`config.mk`:
```
export PLATFORM = sky130hd
export DESIGN_NAME = window_minmax_flat
export DESIGN_NICKNAME = d
export VERILOG_FILES = /design/src/rtl/minmax_pkg.sv /design/src/rtl/window_minmax_if.sv /design/src/rtl/minmax_cmp.sv /design/src/rtl/window_minmax.sv /design/src/flat_wrapper.sv
export SDC_FILE = /design/constraint.sdc
export NUM_CORES = 1
export LEC_CHECK = 0
export BUFFER_PORTS_ARGS = -buffer_cell sky130_fd_sc_hd__buf_4
export CAP_MARGIN = 15
export CORE_ASPECT_RATIO = 0.9
export CORE_UTILIZATION = 54
export CTS_CLUSTER_DIAMETER = 60
export DETAILED_ROUTE_END_ITERATION = 16
export PLACE_DENSITY = 0.9
export SLEW_MARGIN = 25
export SYNTH_ARGS = -nofsm -noshare
export SYNTH_HDL_FRONTEND = slang
export SYNTH_SLANG_ARGS = --single-unit
export TNS_END_PERCENT = 5
```
`constraint.sdc`:
```
create_clock -name clk_i -period 3.4 [get_ports clk_i]
set_clock_uncertainty 0.05 [all_clocks]
set_input_delay 0.68 -clock clk_i [delete_from_list [all_inputs] [get_ports clk_i]]
set_output_delay 0.68 -clock clk_i [all_outputs]
set_load 0.02 [all_outputs]
```
`src/rtl/minmax_pkg.sv`:
```
// Shared types and ordering helper for the min/max tracker.
// Also usable by other compare-family blocks.
package minmax_pkg;

  localparam int unsigned MAXW = 64;

  typedef enum logic [1:0] {
    IDLE,
    ACCUM,
    HOLD
  } state_e;

  // Signed order equals unsigned order once the sign bits are flipped.
  function automatic logic ord_lt(
    input logic [MAXW-1:0] a,
    input logic [MAXW-1:0] b,
    input logic            signed_mode,
    input int unsigned     w = MAXW
  );
    logic [MAXW-1:0] flip;
    flip = signed_mode ? (MAXW'(1) << (w - 1)) : '0;
    return (a ^ flip) < (b ^ flip);
  endfunction

endpackage

```
`src/rtl/window_minmax_if.sv`:
```
// Sample stream in, windowed min/max result out.
// master: sample producer / result consumer; slave: the tracker.
interface window_minmax_if #(
  parameter int WIDTH  = 32,
  parameter int WINDOW = 8
);
  localparam int IDXW = $clog2(WINDOW);
  localparam int CNTW = $clog2(WINDOW + 1);

  logic             signed_i;
  logic [WIDTH-1:0] data_i;
  logic             valid_i;
  logic             ready_o;
  logic [WIDTH-1:0] min_o;
  logic [WIDTH-1:0] max_o;
  logic [IDXW-1:0]  min_idx_o;
  logic [IDXW-1:0]  max_idx_o;
  logic [CNTW-1:0]  count_o;
  logic             result_valid_o;
  logic             result_ready_i;

  modport master (
    output signed_i, data_i, valid_i,
    output result_ready_i,
    input  ready_o, min_o, max_o,
    input  min_idx_o, max_idx_o,
    input  count_o, result_valid_o
  );

  modport slave (
    input  signed_i, data_i, valid_i,
    input  result_ready_i,
    output ready_o, min_o, max_o,
    output min_idx_o, max_idx_o,
    output count_o, result_valid_o
  );
endinterface

```
`src/rtl/minmax_cmp.sv`:
```
// Strict lt/gt of one sample against the running min and max.
// Ordering is the latched mode of the current window.
module minmax_cmp
  import minmax_pkg::*;
#(
  parameter int WIDTH = 32
) (
  input  logic [WIDTH-1:0] data,
  input  logic [WIDTH-1:0] cur_min,
  input  logic [WIDTH-1:0] cur_max,
  input  logic             signed_mode,
  output logic             lt,
  output logic             gt
);
  always_comb begin
    lt = ord_lt(MAXW'(data), MAXW'(cur_min),
                signed_mode, WIDTH);
    gt = ord_lt(MAXW'(cur_max), MAXW'(data),
                signed_mode, WIDTH);
  end
endmodule

```
`src/rtl/window_minmax.sv`:
```
// Windowed min/max tracker: FSM, counter, result regs, handshakes.
// WINDOW_MINMAX_IDX_EN adds the min/max position registers.
module window_minmax
  import minmax_pkg::*;
#(
  parameter int WIDTH  = 32,
  parameter int WINDOW = 8
) (
  input logic            clk_i,
  input logic            rst_n_i,
  window_minmax_if.slave bus
);
  localparam int IDXW = $clog2(WINDOW);
  localparam int CNTW = $clog2(WINDOW + 1);

  if (WIDTH < 2 || WIDTH > 64 || WINDOW < 2) begin : g_bad
    $fatal(1, "window_minmax: bad WIDTH/WINDOW");
  end

  state_e           state_q, state_d;
  logic [CNTW-1:0]  count_q, count_d;
  logic [WIDTH-1:0] min_q, min_d;
  logic [WIDTH-1:0] max_q, max_d;
  logic             mode_q, mode_d;

  logic accept;
  logic lt, gt;
  logic upd_min, upd_max;

  minmax_cmp #(.WIDTH(WIDTH)) u_cmp (
    .data        (bus.data_i),
    .cur_min     (min_q),
    .cur_max     (max_q),
    .signed_mode (mode_q),
    .lt          (lt),
    .gt          (gt)
  );

  assign bus.ready_o = (state_q != HOLD);
  assign accept      = bus.valid_i && bus.ready_o;
  // The first sample of a window seeds both extremes.
  assign upd_min = accept && (state_q == IDLE || lt);
  assign upd_max = accept && (state_q == IDLE || gt);

  always_comb begin
    state_d = state_q;
    count_d = count_q;
    min_d   = min_q;
    max_d   = max_q;
    mode_d  = mode_q;
    unique case (state_q)
      IDLE: if (accept) begin
        mode_d  = bus.signed_i;
        count_d = CNTW'(1);
        state_d = ACCUM;
      end
      ACCUM: if (accept) begin
        count_d = count_q + CNTW'(1);
        if (count_q == CNTW'(WINDOW - 1))
          state_d = HOLD;
      end
      HOLD: if (bus.result_ready_i) begin
        count_d = '0;
        state_d = IDLE;
      end
      default: state_d = IDLE;
    endcase
    if (upd_min) min_d = bus.data_i;
    if (upd_max) max_d = bus.data_i;
  end

  always_ff @(posedge clk_i or negedge rst_n_i) begin
    if (!rst_n_i) begin
      state_q <= IDLE;
      count_q <= '0;
      min_q   <= '0;
      max_q   <= '0;
      mode_q  <= 1'b0;
    end else begin
      state_q <= state_d;
      count_q <= count_d;
      min_q   <= min_d;
      max_q   <= max_d;
      mode_q  <= mode_d;
    end
  end

`ifdef WINDOW_MINMAX_IDX_EN
  logic [IDXW-1:0] min_idx_q, min_idx_d;
  logic [IDXW-1:0] max_idx_q, max_idx_d;
  logic [IDXW-1:0] pos;

  // count_q is zero in IDLE, so it is the position in both states.
  assign pos = count_q[IDXW-1:0];

  always_comb begin
    min_idx_d = min_idx_q;
    max_idx_d = max_idx_q;
    if (upd_min) min_idx_d = pos;
    if (upd_max) max_idx_d = pos;
  end

  always_ff @(posedge clk_i or negedge rst_n_i) begin
    if (!rst_n_i) begin
      min_idx_q <= '0;
      max_idx_q <= '0;
    end else begin
      min_idx_q <= min_idx_d;
      max_idx_q <= max_idx_d;
    end
  end

  assign bus.min_idx_o = min_idx_q;
  assign bus.max_idx_o = max_idx_q;
`else
  assign bus.min_idx_o = '0;
  assign bus.max_idx_o = '0;
`endif

  assign bus.min_o          = min_q;
  assign bus.max_o          = max_q;
  assign bus.count_o        = count_q;
  assign bus.result_valid_o = (state_q == HOLD);
endmodule
```
`src/flat_wrapper.sv`:
```
// flat-port wrapper written by rule: the top's interface ports become plain ports
module window_minmax_flat import minmax_pkg::*;
#(
  parameter int WIDTH  = 32,
  parameter int WINDOW = 8
)
  (clk_i, rst_n_i, bus_signed_i, bus_data_i, bus_valid_i, bus_result_ready_i, bus_ready_o, bus_min_o, bus_max_o, bus_min_idx_o, bus_max_idx_o, bus_count_o, bus_result_valid_o);
  window_minmax_if #(.WIDTH(WIDTH), .WINDOW(WINDOW)) bus_i ();
  input logic clk_i;
  input logic rst_n_i;
  input wire logic [$bits(bus_i.signed_i)-1:0] bus_signed_i;
  input wire logic [$bits(bus_i.data_i)-1:0] bus_data_i;
  input wire logic [$bits(bus_i.valid_i)-1:0] bus_valid_i;
  input wire logic [$bits(bus_i.result_ready_i)-1:0] bus_result_ready_i;
  output wire logic [$bits(bus_i.ready_o)-1:0] bus_ready_o;
  output wire logic [$bits(bus_i.min_o)-1:0] bus_min_o;
  output wire logic [$bits(bus_i.max_o)-1:0] bus_max_o;
  output wire logic [$bits(bus_i.min_idx_o)-1:0] bus_min_idx_o;
  output wire logic [$bits(bus_i.max_idx_o)-1:0] bus_max_idx_o;
  output wire logic [$bits(bus_i.count_o)-1:0] bus_count_o;
  output wire logic [$bits(bus_i.result_valid_o)-1:0] bus_result_valid_o;
  assign bus_i.signed_i = bus_signed_i;
  assign bus_i.data_i = bus_data_i;
  assign bus_i.valid_i = bus_valid_i;
  assign bus_i.result_ready_i = bus_result_ready_i;
  assign bus_ready_o = bus_i.ready_o;
  assign bus_min_o = bus_i.min_o;
  assign bus_max_o = bus_i.max_o;
  assign bus_min_idx_o = bus_i.min_idx_o;
  assign bus_max_idx_o = bus_i.max_idx_o;
  assign bus_count_o = bus_i.count_o;
  assign bus_result_valid_o = bus_i.result_valid_o;
  window_minmax #(.WIDTH(WIDTH), .WINDOW(WINDOW)) u_core (.clk_i(clk_i), .rst_n_i(rst_n_i), .bus(bus_i));
endmodule
```
==> reports/summary.txt, run 1 <==
status = complete, but fails checks
failing checks = DRC
post-DP HPWL = 7640 um
detailed-route DRC error count = 1
vias = 3373
vias per inst = 5.31
share of cells above drive strength 1 = 30.6%
worst r2r dst = u_core.bus.min_o[10]$_DFFE_PN0P_
Pleak = 2.98 nW
Critical path origin = u_core.state_q[0]$_DFFE_PN0P_
Slew HR = 40.7%
largest net degree at the start of global routing = 72
Area after DPL = 0.00541 sq mm
Bufs on Longest Clock Path = 2
Syn Inst Count = 418
CP required = 3610 ps
drt first pass iters = 13
post-route cell area = 0.00566 sq mm
WP data arrival = 3130 ps
ys flop type = dfrtp_1
RSZ-0062 raised after global routing = no
wire length per cell = 15.8 um
crit path time final = 2920 ps
R2R depth = 9
Slew Limit Fails = 0
final period utilization = 86.0%
R2R Setup Slk = 480 ps
first-pass GRT wire length = 16200 um
CTS buffer count = 9
Total GRT Usage = 23.8%
postcts setup bufs = 0
worst flop-to-flop path startpoint = u_core.state_q[0]$_DFFE_PN0P_
Area Growth Syn to Fin = 25.4%
Max-Cap Viols = 0
DIE HEIGHT = 88.7 um
crit path max fanout = 11
root buffer cell = clkbuf_8
hold_ws = 403 ps
NumNets Final = 635
FF+latch count, synth = 71
asr flop ratio synth = 100%
number of routed nets with antenna violations = 0
Placement Setup Slack = 230 ps
Post-Syn Area per Cell = 10.8 sq um
Routed WL = 10000 um
Fin. Hold Viols = 0
setup violators final = 0
First DRT Iteration DRCs = 103
worst slew pin tran = 890 ps
initial cell density of the core = 55.9%
Die X = 98.3 um
clock tree from TritonCTS = yes
maximum vdd drop = 597 uV
DIE AREA = 0.00872 sq mm
setup TNS = 0 ps
Crit Path Class = reg2reg
Cell Area, Synth = 0.00451 sq mm
initial antenna violation count = 0
Pwr Density = 1110 mW/mm^2
CP Capture Point = u_core.bus.min_o[10]$_DFFE_PN0P_
Worst setup SP type = flop
Ant. Diodes = 0
cts hold-fix bufs = 0
Worst Hold Class = in2async
global placer's final weighted congestion = 0.880
Synth cell types = 35
H-tree levels = 3
Clock Latency Late Sink = 340 ps
synth warn = 0
post-synthesis sequential area ratio = 39.4%
final worst slack = 477 ps
I/O pins = 113
I/O Buffers = 106
Resized Gates After CTS = 0
fmax = 0.342 GHz
Std-Cell Core Area = 0.00807 sq mm
row count = 31
Worst Setup End Kind = flop
number of global-route vias before repair = 3542
GRT overflow = 0
Clock Sinks = 71
Worst-path clk slew = 80 ps
Post-synth EDFFs = 0
## through the flow
step,cells,utilization [%],total power [mW]
3_3_place_gp,619,67.1,5.32
4_1_cts,635,70.1,6.31
6_report,635,70.1,6.28
2_1_floorplan,423,-,4.16
3_5_place_dp,619,67.1,5.44
5_1_grt,635,70.1,6.72
## report_power, final
group | internal (mW) | switching, mW | total (mW)
registers | 1.29 | 0.356 | 1.65
logic | 1.81 | 1.99 | 3.80
clock network | 0.505 | 0.326 | 0.831
total | 3.60 | 2.67 | 6.28
## worst min-delay path by stage
stage,endpoint,cells past startpoint,startpoint
2_1_floorplan,u_core.bus.count_o[0]$_DFFE_PN0P_,0,rst_n_i
3_3_place_gp,u_core.bus.min_o[0]$_DFFE_PN0P_,1,u_core.bus.min_o[0]$_DFFE_PN0P_
3_5_place_dp,u_core.bus.max_o[6]$_DFFE_PN0P_,1,u_core.bus.max_o[6]$_DFFE_PN0P_
4_1_cts,u_core.bus.min_o[27]$_DFFE_PN0P_,1,rst_n_i
5_1_grt,u_core.bus.max_o[27]$_DFFE_PN0P_,1,rst_n_i
6_report,u_core.bus.min_o[27]$_DFFE_PN0P_,1,rst_n_i
## state kept, by name, indices dropped and copies added, names as in the netlist
register / count
u_core.bus.count_o: 4
u_core.mode_q: 1
u_core.state_q: 2
u_core.bus.max_o: 32
u_core.bus.min_o: 32
## cell usage after synthesis (2+ instances only)
master / n / area, sq um
a221oi_1: 2 / 17.5
nand2_1: 28 / 105
and4_1: 2 / 17.5
nand3_1: 4 / 20.0
o21ai_0: 21 / 105
xnor2_1: 2 / 17.5
inv_1: 64 / 240
mux2_4: 27 / 405
dfrtp_1: 71 / 1780
mux2_2: 5 / 56.3
mux2_1: 3 / 33.8
buf_4: 9 / 67.6
a211oi_1: 2 / 15.0
buf_6: 3 / 33.8
nand4_1: 10 / 62.6
clkbuf_1: 2 / 7.51
a32oi_1: 2 / 17.5
mux2i_1: 31 / 310
nor4b_1: 2 / 17.5
a21oi_1: 35 / 175
a31oi_2: 2 / 25.0
nor2b_1: 3 / 18.8
nand2b_1: 5 / 31.3
ha_1: 67 / 838
nor2_1: 6 / 22.5
## cell families (layout without fill, tap and decap cells)
kind of cell | after synthesis | in the layout | share of synthesized area [%]
adders and majority gates | 67 | 67 | 18.6
DFF | 71 | 71 | 39.4
and+or+nand+nor | 65 | 65 | 7.38
buffers and inverters | 79 | 192 | 7.85
AOI/OAI and AO/OA | 66 | 66 | 8.27
other | 1 | 6 | 0.0831
muxes | 66 | 66 | 17.9
xor gates and xnor gates | 3 | 3 | 0.583
## final cells by class
class	count	area [sq um]
Fill cell	571	2410
Clock inverter	6	108
Tap cell	99	124
Sequential cell	71	1780
Clock buffer	10	138
Inverter	64	240
Multi-Input combinational cell	273	2420
Timing Repair Buffer	112	853
## routing by layer
layer / up-vias / global-route usage (%) / wire (um)
met5: - / 0 / 0
met4: 0 / 8.41 / 193
met3: 20 / 5.69 / 413
met2: 91 / 41.4 / 4850
met1: 1605 / 29.4 / 4550
li1: 1657 / - / -
## critical path, cell delays in order, from the launching register on
cell      delay, ps
dfrtp_1         390
inv_1            90
ha_1            250
nor2b_1         470
nand2b_1        120
a221oi_1        300
a32oi_1         200
a31oi_4         390
buf_4           330
mux2i_1         240
## layout by cell type (no fill, tap or decap), types with 2 or more instances in the layout
master and n:
o21ai_0 21, clkbuf_8 10, clkinv_2 2, inv_1 64, ha_1 67, and4_1 2, nor2b_1 3, buf_4 111
a32oi_1 2, mux2_1 3, conb_1 6, nand4_1 10, bufinv_16 3, nor4b_1 2, mux2_4 27, xnor2_1 2
a211oi_1 2, nand3_1 4, dfrtp_1 71, a221oi_1 2, nor2_1 6, mux2_2 5, mux2i_1 31, nand2_1 28
a31oi_4 2, a21oi_1 35, nand2b_1 5
(Power assumes the default switching activity.)
==> inputs of run 2 (changes only) <==
- CORE_UTILIZATION: 54 -> 49
- PLACE_DENSITY: 0.9 -> 0.86
- TNS_END_PERCENT: 5 -> unset
- clock period: 3.4 -> 2.45 ns (I/O delays scaled with it)
==> reports/summary.txt, run 2 (synthesized netlist as in run 1, its figures left out) <==
DIE AREA = 0.00959 sq mm (+10%)
Std-Cell Core Area = 0.00877 sq mm (+8.7%)
crit path time final = 2760 ps (-160 ps)
CP required = 2640 ps (-970 ps)
vias per inst = 5.35 (+0.68%)
First DRT Iteration DRCs = 140 (+36%)
fillers = 625 (+9.5%)
Die X = 103 um (+4.9%)
global placer's final weighted congestion = 0.833 (-5.3%)
CTS buffer count = 9 (unchanged)
Fin. Hold Viols = 0 (unchanged)
Buffers & Inverters on Critical Path = 1 (-1)
Clock Latency Late Sink = 360 ps (+20 ps)
Sw Ratio = 41.3% (-1.2 points)
initial cell density of the core = 51.4% (-4.5 points)
Worst path slowest cell = dfrtp_2
clock power share = 12.8% (-0.4 points)
most common cell after layout, fill and taps aside = buf_4
placed insts = 661 (+6.8%)
Routed WL = 12000 um (+19%)
hold_ws = 44.1 ps (-359 ps)
I/O Buffers = 106 (unchanged)
largest net degree at the start of global routing = 38 (-47%)
post-DP HPWL = 8600 um (+12%)
final period utilization = 113% (+27 points)
H-tree levels = 3 (unchanged)
Total GRT Usage = 25.6% (+1.8 points)
Area after DPL = 0.00567 sq mm (+4.8%)
failing checks = setup timing
Ant. Diodes = 0 (unchanged)
Seq pwr share = 23.2% (-3.0 points)
detailed-route DRC error count = 0 (-1)
final worst slack = -313 ps (-790 ps)
RSZ-0062 raised after global routing = yes
first-pass GRT wire length = 18600 um (+14%)
clock tree from TritonCTS = yes
status = complete, but fails checks
vias = 3658 (+8.4%)
non-filler instance count after layout = 684 (+7.7%)
GRT overflow = 0 (unchanged)
Max-Cap Viols = 0 (unchanged)
setup violators final = 40 (+40)
Pwr Density = 1620 mW/mm^2 (+46%)
crit path max fanout = 16 (+5)
NumNets Final = 664 (+4.6%)
CP top delay family = simple AND/OR/NAND/NOR gates
drt first pass iters = 4 (-9)
Comb pwr share = 63.9% (+3.4 points)
Area Growth Syn to Fin = 35.6%
number of global-route vias before repair = 3862 (+9.0%)
WP data arrival = 2950 ps (-180 ps)
Bufs on Longest Clock Path = 2 (unchanged)
Slew Limit Fails = 0 (unchanged)
worst path cell trace = xor2_1 -> ha_1 -> nand4_1 -> nor4_2 -> nand2_1 -> a32oi_2 -> a31oi_4 -> buf_12 -> mux2_4
DIE HEIGHT = 93.0 um (+4.9%)
Clock Sinks = 71 (unchanged)
P_sw = 4.08 mW (+53%)
most frequent cells in the layout = 128 x buf_4, 69 x dfrtp_1, 66 x ha_1, 63 x inv_1, 35 x a21oi_1
post-route cell area = 0.00612 sq mm (+8.2%)
wire length per cell = 17.5 um (+11%)
crit-path max cell delay = 450 ps (-20 ps)
root buffer cell = clkbuf_8
Worst-path clk slew = 70 ps (about the same)
fmax = 0.362 GHz (+5.8%)
Worst Hold Class = in2async
row count = 32 (+3.2%)
Worst Setup End Kind = flop
Pleak = 3.20 nW (+7.5%)
maximum vdd drop = 627 uV (+4.9%)
total power = 9.88 mW (+57%)
Internal = 5.80 mW (+61%)
number of routed nets with antenna violations = 0 (unchanged)
Crit Path Class = reg2reg
I/O pins = 113 (unchanged)
initial antenna violation count = 0 (unchanged)
share of cells above drive strength 1 = 36.3% (+5.7 points)
Worst setup SP type = flop
## run 2: routing by layer
| metal | part of all wire, % | up-vias | track usage, % |
|---|---|---|---|
| met5 | 0 | - | 0 |
| met2 | 51 | 121 | 43.3 |
| li1 | - | 1723 | - |
| met3 | 5.5 | 35 | 6.13 |
| met4 | 3.0 | 0 | 11.3 |
| met1 | 40 | 1779 | 30.7 |
## run 2: path summary, 6_finish.rpt
| check | depth (start not counted) | end | startpoint | slack (ps) |
|---|---|---|---|---|
| min | 1 | u_core.bus.min_o[15]$_DFFE_PN0P_ | rst_n_i | 40 |
| min reg2reg | 1 | u_core.bus.min_o[0]$_DFFE_PN0P_ | u_core.bus.min_o[0]$_DFFE_PN0P_ | 500 |
| max | 9 | u_core.bus.max_o[17]$_DFFE_PN0P_ | u_core.mode_q$_DFFE_PN0P_ | -310 |
| min in group clk_i | 2 | u_core.bus.max_o[7]$_DFFE_PN0P_ | bus_data_i[7] | 330 |
| max in group asynchronous | 2 | u_core.bus.min_o[22]$_DFFE_PN0P_ | rst_n_i | 1740 |
| max reg2reg | 9 | u_core.bus.max_o[17]$_DFFE_PN0P_ | u_core.mode_q$_DFFE_PN0P_ | -310 |
## run 2: final cells by class
class                      count  area [sq um]  area share [%]
clock buffer                  11           141            2.31
clock inverter                 5           129            2.11
inverter                      64           240            3.93
multi-input combinational    273          2490            40.7
sequential                    71          1780            29.1
tap                          119           149            2.43
timing repair buffer         141          1190            19.5
## run 2: timing repair
item / CTS / global route
hold buffers: 0 / 0
hold endpoints to repair: 0 / 0
endpoints found under the setup margin: 64 / 64
gates cloned: 1 / 2
buffers inserted: 4 / 2
pin swaps: 6 / 7
gates resized for setup: 7 / 14
## run 2: power groups by stage
| stage | sequential [mW] | clock (mW) | combinational [mW] |
|---|---|---|---|
| 2_1_floorplan | 2.90 | 0 | 2.93 |
| 3_3_place_gp | 2.27 | 0 | 5.48 |
| 3_5_place_dp | 2.30 | 0 | 5.69 |
| 4_1_cts | 2.28 | 1.29 | 6.03 |
| 5_1_grt | 2.37 | 1.33 | 6.78 |
| 6_report | 2.29 | 1.27 | 6.32 |
## run 2: stage by stage
stage	setup WS [ps]	TNS, ps	util [%]
5_1_grt	-393	-15290	69.8
6_report	-313	-9550	69.8
3_3_place_gp	-204	-11420	64.7
4_1_cts	-106	-3380	68.9
2_1_floorplan	7.73	0	-
3_5_place_dp	-297	-15950	64.7
## run 2: worst reg2reg max path, delay by kind of cell, from the launching register on
kind / cells / cell delay (ps)
and+or+nand+nor: 3 / 710
DFF: 1 / 450
AOI/OAI and AO/OA: 2 / 400
adders and majority gates: 1 / 330
muxes: 1 / 320
buffers and inverters: 1 / 210
xor gates and xnor gates: 1 / 180
==> inputs of run 3 (changes only) <==
- CORE_ASPECT_RATIO: 0.9 -> 1.1
- CORE_MARGIN: unset -> 2
==> reports/summary.txt, run 3 (synthesized netlist as in run 1, its figures left out) <==
CTS buffer count = 9 (unchanged)
P_sw = 4.10 mW (+0.47%)
worst slew pin tran = 510 ps
vias = 3744 (+2.4%)
cts hold-fix bufs = 0 (unchanged)
Sw Ratio = 41.5% (+0.12 points)
Area after DPL = 0.00579 sq mm (+2.1%)
Seq pwr share = 23.3% (about the same)
RSZ-0062 raised after global routing = yes
DIE AREA = 0.00999 sq mm (+4.1%)
CP required = 2650 ps (about the same)
most frequent cells in the layout = 149 x buf_4, 69 x dfrtp_1, 67 x ha_1, 64 x inv_1, 35 x a21oi_1
Total GRT Usage = 24.4% (-1.2 points)
Finished Core Util = 70.7% (+0.92 points)
WP data arrival = 2920 ps (-30 ps)
Routed WL = 11900 um (-0.12%)
Fin. Hold Viols = 0 (unchanged)
first-pass GRT wire length = 18800 um (+0.97%)
GRT overflow = 0 (unchanged)
setup TNS = -12150 ps (-2600 ps)
share of cells above drive strength 1 = 39.1% (+2.8 points)
largest net degree at the start of global routing = 39 (+2.6%)
Bufs on Longest Clock Path = 2 (unchanged)
Max-Cap Viols = 0 (unchanged)
wire length per cell = 17.0 um (-2.7%)
Pleak = 3.32 nW (+3.9%)
Clock Sinks = 71 (unchanged)
Internal = 5.80 mW (about the same)
row count = 36 (+13%)
initial antenna violation count = 0 (unchanged)
post-route cell area = 0.00630 sq mm (+3.0%)
global placer's final weighted congestion = 0.850 (+2.1%)
post-DP HPWL = 8660 um (+0.77%)
number of routed nets with antenna violations = 0 (unchanged)
Crit Path Class = reg2reg
Ant. Diodes = 0 (unchanged)
fmax = 0.367 GHz (+1.3%)
placed insts = 674 (+2.0%)
failing checks = setup timing
R2R Setup Slk = -280 ps (+40 ps)
Std-Cell Core Area = 0.00892 sq mm (+1.7%)
crit path max fanout = 5 (-11)
I/O pins = 113 (unchanged)
Die X = 95.5 um (-7.4%)
final period utilization = 111% (-1.5 points)
NumNets Final = 687 (+3.5%)
I/O Buffers = 106 (unchanged)
detailed-route DRC error count = 0 (unchanged)
Slew HR = 65.7%
number of global-route vias before repair = 3912 (+1.3%)
Worst setup SP type = flop
Worst Hold Class = in2async
Slew Limit Fails = 0 (unchanged)
initial cell density of the core = 50.6% (-0.87 points)
non-filler instance count after layout = 702 (+2.6%)
clock tree from TritonCTS = yes
Comb pwr share = 65.2% (+1.3 points)
root buffer cell = clkbuf_8
status = complete, but fails checks
setup violators final = 64 (+60%)
Worst Setup End Kind = flop
Clock Latency Late Sink = 360 ps (about the same)
drt first pass iters = 4 (unchanged)
clock power share = 11.5% (-1.3 points)
vias per inst = 5.33 (-0.27%)
most common cell after layout, fill and taps aside = buf_4
H-tree levels = 3 (unchanged)
Placement Setup Slack = -447 ps (-151 ps)
Worst-path clk slew = 80 ps (about the same)
Area Growth Syn to Fin = 39.8%
First DRT Iteration DRCs = 136 (-2.9%)
crit path time final = 2730 ps (-36.0 ps)
Pwr Density = 1570 mW/mm^2 (-2.8%)
final worst slack = -277 ps (+36.0 ps)
DIE HEIGHT = 105 um (+12%)
maximum vdd drop = 842 uV (+34%)
run 3: path summary, 6_finish.rpt:
check | from | to | depth (start not counted)
max | u_core.mode_q$_DFFE_PN0P_ | u_core.bus.min_o[20]$_DFFE_PN0P_ | 11
min | rst_n_i | u_core.bus.max_o[20]$_DFFE_PN0P_ | 1
max reg2reg | u_core.mode_q$_DFFE_PN0P_ | u_core.bus.min_o[20]$_DFFE_PN0P_ | 11
min reg2reg | u_core.bus.min_o[0]$_DFFE_PN0P_ | u_core.bus.min_o[0]$_DFFE_PN0P_ | 1
max in group asynchronous | rst_n_i | u_core.mode_q$_DFFE_PN0P_ | 2
min in group clk_i | bus_data_i[19] | u_core.bus.max_o[19]$_DFFE_PN0P_ | 2
run 3: layout make-up:
type                    count  area (sq um)
fillers                   594          2620
multi-input cells         273          2510
flip-flops and latches     71          1780
repair buffers            164          1390
inverters                  64           240
clock buffers              14           183
well taps                 114           143
clock inverters             2          60.1
run 3: metal layers:
metal  track usage, %  vias to the layer above  routed length (um)
li1                 -                     1769                   -
met1             30.0                     1822                4940
met2             40.8                      126                5990
met3             4.61                       27                 683
met4             11.0                        0                 318
met5                0                        -                   0
run 3: stage by stage:
stage               hold slack (ps)  power [mW]
finish                         50.6        9.90
global route                   78.3        10.5
CTS                            58.8        9.57
detailed placement              450        7.96
global placement                441        7.75
floorplan                       144        5.83
run 3: timing repair:
item,CTS,global route
resized for setup,19,12
buffers inserted,8,1
pin swaps,12,4
cloned,1,2
endpoints found under the setup margin,64,64
run 3: worst max-delay path, cell delays in order, from the launching register on:
cell and delay, ps:
dfrtp_2 450, buf_6 130, xnor2_1 110, ha_1 310
nand4_1 210, nor4_2 290, nand2_1 160, a32oi_2 310
a31oi_4 60, buf_6 180, buf_12 140, mux2i_4 180
run 3: power groups by stage:
stage	registers, mW	clock network (mW)	logic, mW
floorplan	2.90	0	2.93
global placement	2.27	0	5.48
detailed placement	2.29	0	5.67
CTS	2.29	1.15	6.12
global route	2.37	1.21	6.93
finish	2.31	1.14	6.46
